--- src/rtl/alu_cmd_ctrl.sv ---
// ============================================================================
// alu_cmd_ctrl: byte-stream command sequencer between UART RX/TX and the ALU.
// Rev 1.0 - initial release
// ============================================================================
`default_nettype none

module alu_cmd_ctrl #(
  parameter int                    DATA_WIDTH   = 8,
  parameter int                    WAIT_MAX     = 15,
  parameter logic [DATA_WIDTH-1:0] CMD_ALU_OPER = 8'hCC,
  parameter logic [DATA_WIDTH-1:0] CMD_ALU_NOP  = 8'hDD
) (
  input  logic                      CLK,
  input  logic                      RST,
  input  logic [DATA_WIDTH-1:0]     RX_P_DATA,
  input  logic                      RX_D_VLD,
  output logic [DATA_WIDTH-1:0]     ALU_A,
  output logic [DATA_WIDTH-1:0]     ALU_B,
  output logic [3:0]                ALU_FUN,
  output logic                      ALU_EN,
  input  logic [2*DATA_WIDTH-1:0]   ALU_OUT,
  input  logic                      ALU_OUT_VLD,
  output logic [DATA_WIDTH-1:0]     TX_P_DATA,
  output logic                      TX_D_VLD,
  input  logic                      TX_BUSY,
  output logic                      CMD_ERR,
  output logic                      BUSY
);

  typedef enum logic [2:0] {
    S_IDLE     = 3'd0,
    S_GET_A    = 3'd1,
    S_GET_B    = 3'd2,
    S_GET_FUN  = 3'd3,
    S_ALU_RUN  = 3'd4,
    S_ALU_WAIT = 3'd5,
    S_TX_LSB   = 3'd6,
    S_TX_MSB   = 3'd7
  } state_t;

  localparam int CNT_W = $clog2(WAIT_MAX + 1);
  // The ALU_EN cycle counts as the first waited cycle, so the last
  // ALU_WAIT cycle is reached with the counter at WAIT_MAX-2.
  localparam logic [CNT_W-1:0] C_CNT_LAST = CNT_W'(WAIT_MAX - 2);

  state_t                  state_q,  state_d;
  logic [DATA_WIDTH-1:0]   alu_a_q,  alu_a_d;
  logic [DATA_WIDTH-1:0]   alu_b_q,  alu_b_d;
  logic [3:0]              alu_fun_q, alu_fun_d;
  logic [2*DATA_WIDTH-1:0] result_q, result_d;
  logic [CNT_W-1:0]        cnt_q,    cnt_d;
  logic                    err_q,    err_d;
  logic                    w_busy;

  assign w_busy = (state_q == S_ALU_RUN) || (state_q == S_ALU_WAIT) ||
                  (state_q == S_TX_LSB)  || (state_q == S_TX_MSB);

  always_comb begin
    state_d   = state_q;
    alu_a_d   = alu_a_q;
    alu_b_d   = alu_b_q;
    alu_fun_d = alu_fun_q;
    result_d  = result_q;
    cnt_d     = cnt_q;
    err_d     = 1'b0;

    // Bytes arriving while busy are dropped and flagged.
    if (RX_D_VLD && w_busy) begin
      err_d = 1'b1;
    end

    case (state_q)
      S_IDLE: begin
        if (RX_D_VLD) begin
          if (RX_P_DATA == CMD_ALU_OPER) begin
            state_d = S_GET_A;
          end else if (RX_P_DATA == CMD_ALU_NOP) begin
            state_d = S_GET_FUN;
          end else begin
            err_d = 1'b1;
          end
        end
      end
      S_GET_A: begin
        if (RX_D_VLD) begin
          alu_a_d = RX_P_DATA;
          state_d = S_GET_B;
        end
      end
      S_GET_B: begin
        if (RX_D_VLD) begin
          alu_b_d = RX_P_DATA;
          state_d = S_GET_FUN;
        end
      end
      S_GET_FUN: begin
        if (RX_D_VLD) begin
          alu_fun_d = RX_P_DATA[3:0];
          state_d   = S_ALU_RUN;
        end
      end
      S_ALU_RUN: begin
        cnt_d   = '0;
        state_d = S_ALU_WAIT;
      end
      S_ALU_WAIT: begin
        if (ALU_OUT_VLD) begin
          result_d = ALU_OUT;
          state_d  = S_TX_LSB;
        end else if (cnt_q == C_CNT_LAST) begin
          result_d = '1;
          err_d    = 1'b1;
          state_d  = S_TX_LSB;
        end else begin
          cnt_d = cnt_q + 1'b1;
        end
      end
      S_TX_LSB: begin
        if (!TX_BUSY) begin
          state_d = S_TX_MSB;
        end
      end
      S_TX_MSB: begin
        if (!TX_BUSY) begin
          state_d = S_IDLE;
        end
      end
      default: state_d = S_IDLE;
    endcase
  end

  always_ff @(posedge CLK) begin
    if (!RST) begin
      state_q   <= S_IDLE;
      alu_a_q   <= '0;
      alu_b_q   <= '0;
      alu_fun_q <= '0;
      result_q  <= '0;
      cnt_q     <= '0;
      err_q     <= 1'b0;
    end else begin
      state_q   <= state_d;
      alu_a_q   <= alu_a_d;
      alu_b_q   <= alu_b_d;
      alu_fun_q <= alu_fun_d;
      result_q  <= result_d;
      cnt_q     <= cnt_d;
      err_q     <= err_d;
    end
  end

  assign ALU_A     = alu_a_q;
  assign ALU_B     = alu_b_q;
  assign ALU_FUN   = alu_fun_q;
  assign ALU_EN    = (state_q == S_ALU_RUN);
  assign TX_D_VLD  = (state_q == S_TX_LSB) || (state_q == S_TX_MSB);
  assign TX_P_DATA = (state_q == S_TX_MSB) ? result_q[2*DATA_WIDTH-1:DATA_WIDTH]
                                           : result_q[DATA_WIDTH-1:0];
  assign CMD_ERR   = err_q;
  assign BUSY      = w_busy;

endmodule

`default_nettype wire

--- config.mk ---
export PLATFORM = sky130hd
export DESIGN_NAME = alu_cmd_ctrl
export DESIGN_NICKNAME = d
export VERILOG_FILES = /design/src/rtl/alu_cmd_ctrl.sv
export SDC_FILE = /design/constraint.sdc
export NUM_CORES = 1
export LEC_CHECK = 0
export ABC_AREA = 0
export BUFFER_PORTS_ARGS = -buffer_cell sky130_fd_sc_hd__buf_2
export CORE_ASPECT_RATIO = 0.75
export CORE_MARGIN = 2
export CORE_UTILIZATION = 35
export CTS_CLUSTER_DIAMETER = 30
export DETAILED_ROUTE_END_ITERATION = 10
export PLACE_DENSITY = 0.65
export SYNTH_ARGS = -nofsm -noshare
export SYNTH_HDL_FRONTEND = slang
export SYNTH_SLANG_ARGS = --single-unit
--- constraint.sdc ---
create_clock -name CLK -period 2.1 [get_ports CLK]
set_input_delay 0.315 -clock CLK [delete_from_list [all_inputs] [get_ports CLK]]
set_output_delay 0.315 -clock CLK [all_outputs]
set_load 0.02 [all_outputs]
## Word level (Yosys, flattened, before mapping)

Index checks and enable logic that the tools add are counted.

- Register bits: 44
- Bits of input ports: 29
- Logic and storage cells: 66

- $add $sub $neg: 1
- Eq/ne operators: 20
- Mux-type cells: 24
- Reductions and logical operators: 14

Operators by type and width:

| operator | number |
|---|---|
| $mux 16 | 2 |
| $mux 3 | 10 |
| $pmux 3 s8 | 1 |
| $eq 8x8->1 const B | 2 |
| $ne 2x2->1 const B | 8 |
| $eq 3x3->1 const B | 4 |
| $mux 4 | 2 |
| $mux 8 | 1 |
| $pmux 4 s2 | 1 |
| $reduce_and 2->1 | 4 |
| $reduce_and 8->1 | 1 |
| $eq 3x2->1 const B | 2 |
| $mux 1 | 6 |
| $add 4x1->4 const B | 1 |
| $eq 4x4->1 const B | 1 |
| $logic_or 1x1->1 | 4 |
| $reduce_bool 2->1 | 2 |
| $eq 3x1->1 const B | 1 |
| $logic_not 3->1 | 1 |
| $ne 3x2->1 const B | 1 |
| $ne 3x3->1 const B | 1 |
| $reduce_and 3->1 | 1 |
| $pmux 1 s2 | 1 |
| $logic_and 1x1->1 | 1 |

## Logic depth before layout (Yosys ltp)

- Word-level depth: 10
- Depth in mapped cells: 6
- Gate-level depth less buffers: 6

## Worst setup path before layout

Ideal clock, no wire load.

- Kind: register -> register
- Start: register cnt_q[1]
- End: register cnt_q[3]
- Data arrival time: 1450 ps
- Data required time: 2026 ps
- Slack: 575 ps
- Stages on the path, launching flop included: 7
- Path through: dfxtp_1 > inv_1 > ha_1 > a31oi_4 > nand4_1 > or3_1 > a31oi_1

- Cells in the longest elaborated chain, start to end: 4
- Elaborated cells between the ends (all ways): 7
- Those cells by class: add/sub: 1; eq/ne: 2; mux: 3; reduce/logical: 1

Ends and longest elaborated chain:

| item | line | RTL |
|---|---|---|
| start: declaration | 51 | `logic [CNT_W-1:0] cnt_q, cnt_d;` |
| start signal: assignment | 147 | `cnt_q <= cnt_d;` |
| $add 4x1->4 | 115 | `cnt_d = cnt_q + 1'b1;` |
| $mux 4 | 110 | `end else if (cnt_q == C_CNT_LAST) begin` |
| $mux 4 | 107 | `if (ALU_OUT_VLD) begin` |
| $pmux 4 s2 | 72 | `case (state_q)` |

Parallel ways exist; a longest one is shown, timed or not. The select of a mux whose other input is x is not followed.
A chain may end at the register's enable or synchronous reset.

## Worst setup path after layout

- Start: register state_q[2]
- End: output port TX_P_DATA[5]

- Cells in the longest elaborated chain, start to end: 2

Ends and longest elaborated chain:

| item | line | RTL |
|---|---|---|
| start: declaration | 46 | `state_t state_q, state_d;` |
| start signal: assignment | 142 | `state_q <= state_d;` |
| $eq 3x3->1 | 157 | `assign TX_P_DATA = (state_q == S_TX_MSB) ? result_q[2*DATA_WIDTH-1:DATA_WIDTH]` |
| $mux 8 | 157 |  |
| end: declaration | 23 | `output logic [DATA_WIDTH-1:0] TX_P_DATA,` |

Every way passes these cells.

==> flow_metrics.env <==
export IMPL_status="finished clean"
export IMPL_num_antenna_cells=0
export IMPL_timing_rr_end="result_q[0]"
export IMPL_syn_nets=213
export IMPL_grt_pass1_wl_um=6451
export IMPL_fill_cells=527
export IMPL_track_usage_pct=14.16
export IMPL_required_ps=1780
export IMPL_grt_max_degree=26
export IMPL_synthTopCellsByArea="dfxtp_1, mux2i_1, o221a_2"
export IMPL_clock_tree_buffer_depth=2
export IMPL_min_period_over_period_pct=92.37
export IMPL_slowest_delay_ps=520
export IMPL_min_path_cells=2
export IMPL_yosysTopAreaCell="dfxtp_1"
export IMPL_ant_nets=0
export IMPL_area_growth_pct=23.01
export IMPL_antenna_found_initial=0
export IMPL_synth_adder_area_share_pct=1.315
export IMPL_power_mw=1.598
export IMPL_ys_flop_type="dfxtp_1"
export IMPL_avgSynthCellArea_um2=10.46
export IMPL_cp_end_kind="output pin"
export IMPL_synth_compound_area_share_pct=16.11
export IMPL_crit_buf_inv=1
export IMPL_gp_congestion=0.7093
export IMPL_sw_frac_of_total_pct=25.00
export IMPL_die_width_um=89.15
export IMPL_initial_core_util_pct=35.94
export IMPL_clock_skew_ps=5.520
export IMPL_cts_tree="done"
export IMPL_slew_headroom_pct=55.60
export IMPL_grt_overflow_total=0
export IMPL_clk_latency_ps=300
export IMPL_tns_ps=0
export IMPL_ys_warn_count=0
export IMPL_hold_class="input pin to flop"
export IMPL_worstMarginPinSlew_ps=664.2
export IMPL_placedCellCount=306
export IMPL_h_tree_depth=2
export IMPL_fin_crit_ps=1940
export IMPL_synthArstFlopShare_pct=0
export IMPL_clkSlewWorstSetupHoldPaths_ps=80
export IMPL_finalSetupViolCount=0
export IMPL_multiInputGateArea_um2=949.7
export IMPL_avgViaCountPerCell=4.771
export IMPL_synth_mux_area_share_pct=16.31
export IMPL_rr_startpoint="state_q[2]"
export IMPL_die_area_um2=6049
export IMPL_num_vias=1498
export IMPL_crit_family="flip-flops"
export IMPL_clkPwrFrac_pct=34.5
export IMPL_power_internal_mw=1.199
export IMPL_synthCells=182
export IMPL_max_freq_ghz=0.5155
export IMPL_cts_setup_buffers=0
export IMPL_coreArea_um2=5295
export IMPL_max_cap_violations=0
export IMPL_p_per_area_nw_per_um2=682.6
export IMPL_synth_common_cells="dfxtp_1, nor2_1, mux2i_1, o221a_2"
export IMPL_hp_start="ALU_OUT[9]"
export IMPL_drive_gt1_share_pct=41.42
export IMPL_fin_cells=314
export IMPL_clkSinkCount=44
export IMPL_pwr_share_comb_pct=11.1
export IMPL_regArea_um2=880.8
export IMPL_drc=0
export IMPL_p_leak_nw=1.037
export IMPL_cts_root_buf="clkbuf_8"
export IMPL_slowest_stage="dfxtp_1"
export IMPL_cts_buffers=5
export IMPL_critPathLaunchType="flop"
export IMPL_path_class="flop to output pin"
export IMPL_first_iter_violations=92
export IMPL_postCtsResizedCells=1
export IMPL_post_drt_wl_per_cell_um=13.08
export IMPL_synthSimpleGateAreaFrac_pct=15.45
export IMPL_synthXorXnorAreaFrac_pct=0.4602
export IMPL_synth_edf_count=0
export IMPL_grt_pass1_vias=1325
export IMPL_die_h_um=67.86
export IMPL_pin_count=61
export IMPL_synth_top_area_share_pct=46.29
export IMPL_seq_area_frac_synth_pct=46.29
export IMPL_rsz0062_at_grt="false"
export IMPL_power_switching_mw=0.3995
export IMPL_ir_drop_mv=0.3991
export IMPL_ys_seq_elements=44
export IMPL_finalMaxSlewViolations=0
export IMPL_critPathArrivalTime_ps=1620
export IMPL_ff2ff_setup_slack_ps=350
export IMPL_holdPathEnd="result_q[9]"
export IMPL_layout_nets=269
export IMPL_synth_cell_types=33
export IMPL_hold_viol=0
export IMPL_postCtsHoldBufs=0
export IMPL_r2r_cells=3
export IMPL_seq_power_share_pct=54.3
export IMPL_synth_most_common_cell="dfxtp_1"
export IMPL_dpl_hpwl_um=2883
export IMPL_synth_top_family_by_area="multiplexers"
export IMPL_port_buffers=60
export IMPL_num_rows=23
export IMPL_synth_area_um2=1903
export IMPL_firstDrtPassIters=4
export IMPL_routed_wl_um=4108
export IMPL_worstPathCellList="nand3_2 -> mux2_2 -> buf_2"
export IMPL_worstPathMaxFanout=11
[worst max path at each step]
| stage | from | endpoint | slack (ps) | cells past startpoint |
|---|---|---|---|---|
| 2_1_floorplan | cnt_q[1] | cnt_q[3] | 580 | 6 |
| 3_3_place_gp | state_q[2] | TX_P_DATA[4] | 380 | 3 |
| 3_5_place_dp | state_q[1] | TX_P_DATA[5] | 330 | 3 |
| 4_1_cts | state_q[2] | TX_P_DATA[5] | 150 | 3 |
| 5_1_grt | state_q[2] | TX_P_DATA[7] | 60 | 3 |
| 6_report | state_q[2] | TX_P_DATA[5] | 160 | 3 |
[logic make-up (layout without fill, tap and decap cells)]
family                   after synthesis  count (layout)
AO/OA/AOI/OAI                         33              33
XOR/XNOR                               1               1
adder cells (fa/ha/maj)                2               2
buffers and inverters                 15              72
flip-flops                            44              44
multiplexers                          30              30
AND/OR/NAND/NOR                       57              57
[cells in the final DEF, fill, tap and decap left out, types with 2 or more instances in the layout]
master and count:
nor2b_1 2, buf_4 2, a31oi_1 2, buf_2 60, nor3b_1 2, and2b_1 2, inv_1 2, mux2_2 8
ha_1 2, mux2i_1 22, nor2_1 24, nand2b_1 3, or3_1 3, clkbuf_8 6, dfxtp_1 44, nand3_1 5
o221a_2 16, nand2_1 8, and3b_1 2, a21oi_1 5, o21ai_0 5
[routing by layer]
layer	vias to the layer above	wire length, µm	GRT usage (%)
li1	771	-	-
met4	0	83	7.276
met2	34	1784	20.74
met5	-	0	0
met3	7	157	3.016
met1	686	2083	19.67
[worst register-to-register path, stage by stage, from the launching register on]
cell and delay [ps]:
dfxtp_1 520, and2b_1 190, nand3_1 480, o221a_2 450
[stage by stage]
stage	hold WS [ps]	util, %	worst slack (ps)	instance area, µm²
2_1_floorplan	458.9	-	575.4	1903
3_3_place_gp	468.4	42.34	377.8	2242
3_5_place_dp	475.8	42.34	325.2	2242
5_1_grt	265.6	44.21	58.23	2341
4_1_cts	263.4	44.21	148.2	2341
6_report	273.7	44.21	160.3	2341
[state kept, by name, summed over array words and instances (netlist names)]
name      count
ALU_A         8
state_q       3
cnt_q         4
result_q     16
ALU_FUN       4
CMD_ERR       1
ALU_B         8
[layout make-up]
class / instances / area share (%)
clock buffer: 7 / 3.688
clock inverter: 1 / 0.3207
inverter: 2 / 0.3207
multi-input combinational: 123 / 40.57
sequential: 44 / 37.63
tap: 75 / 4.009
timing repair buffer: 62 / 13.47
[power by group through the flow]
stage               combinational [mW]  sequential, mW  clock [mW]
CTS                              0.180           0.868       0.572
global route                     0.197           0.871       0.605
finish                           0.178           0.868       0.552
global placement                 0.178           0.886           0
floorplan                        0.100           0.901           0
detailed placement               0.179           0.887           0
No activity file was read; power rests on OpenSTA's default activity.
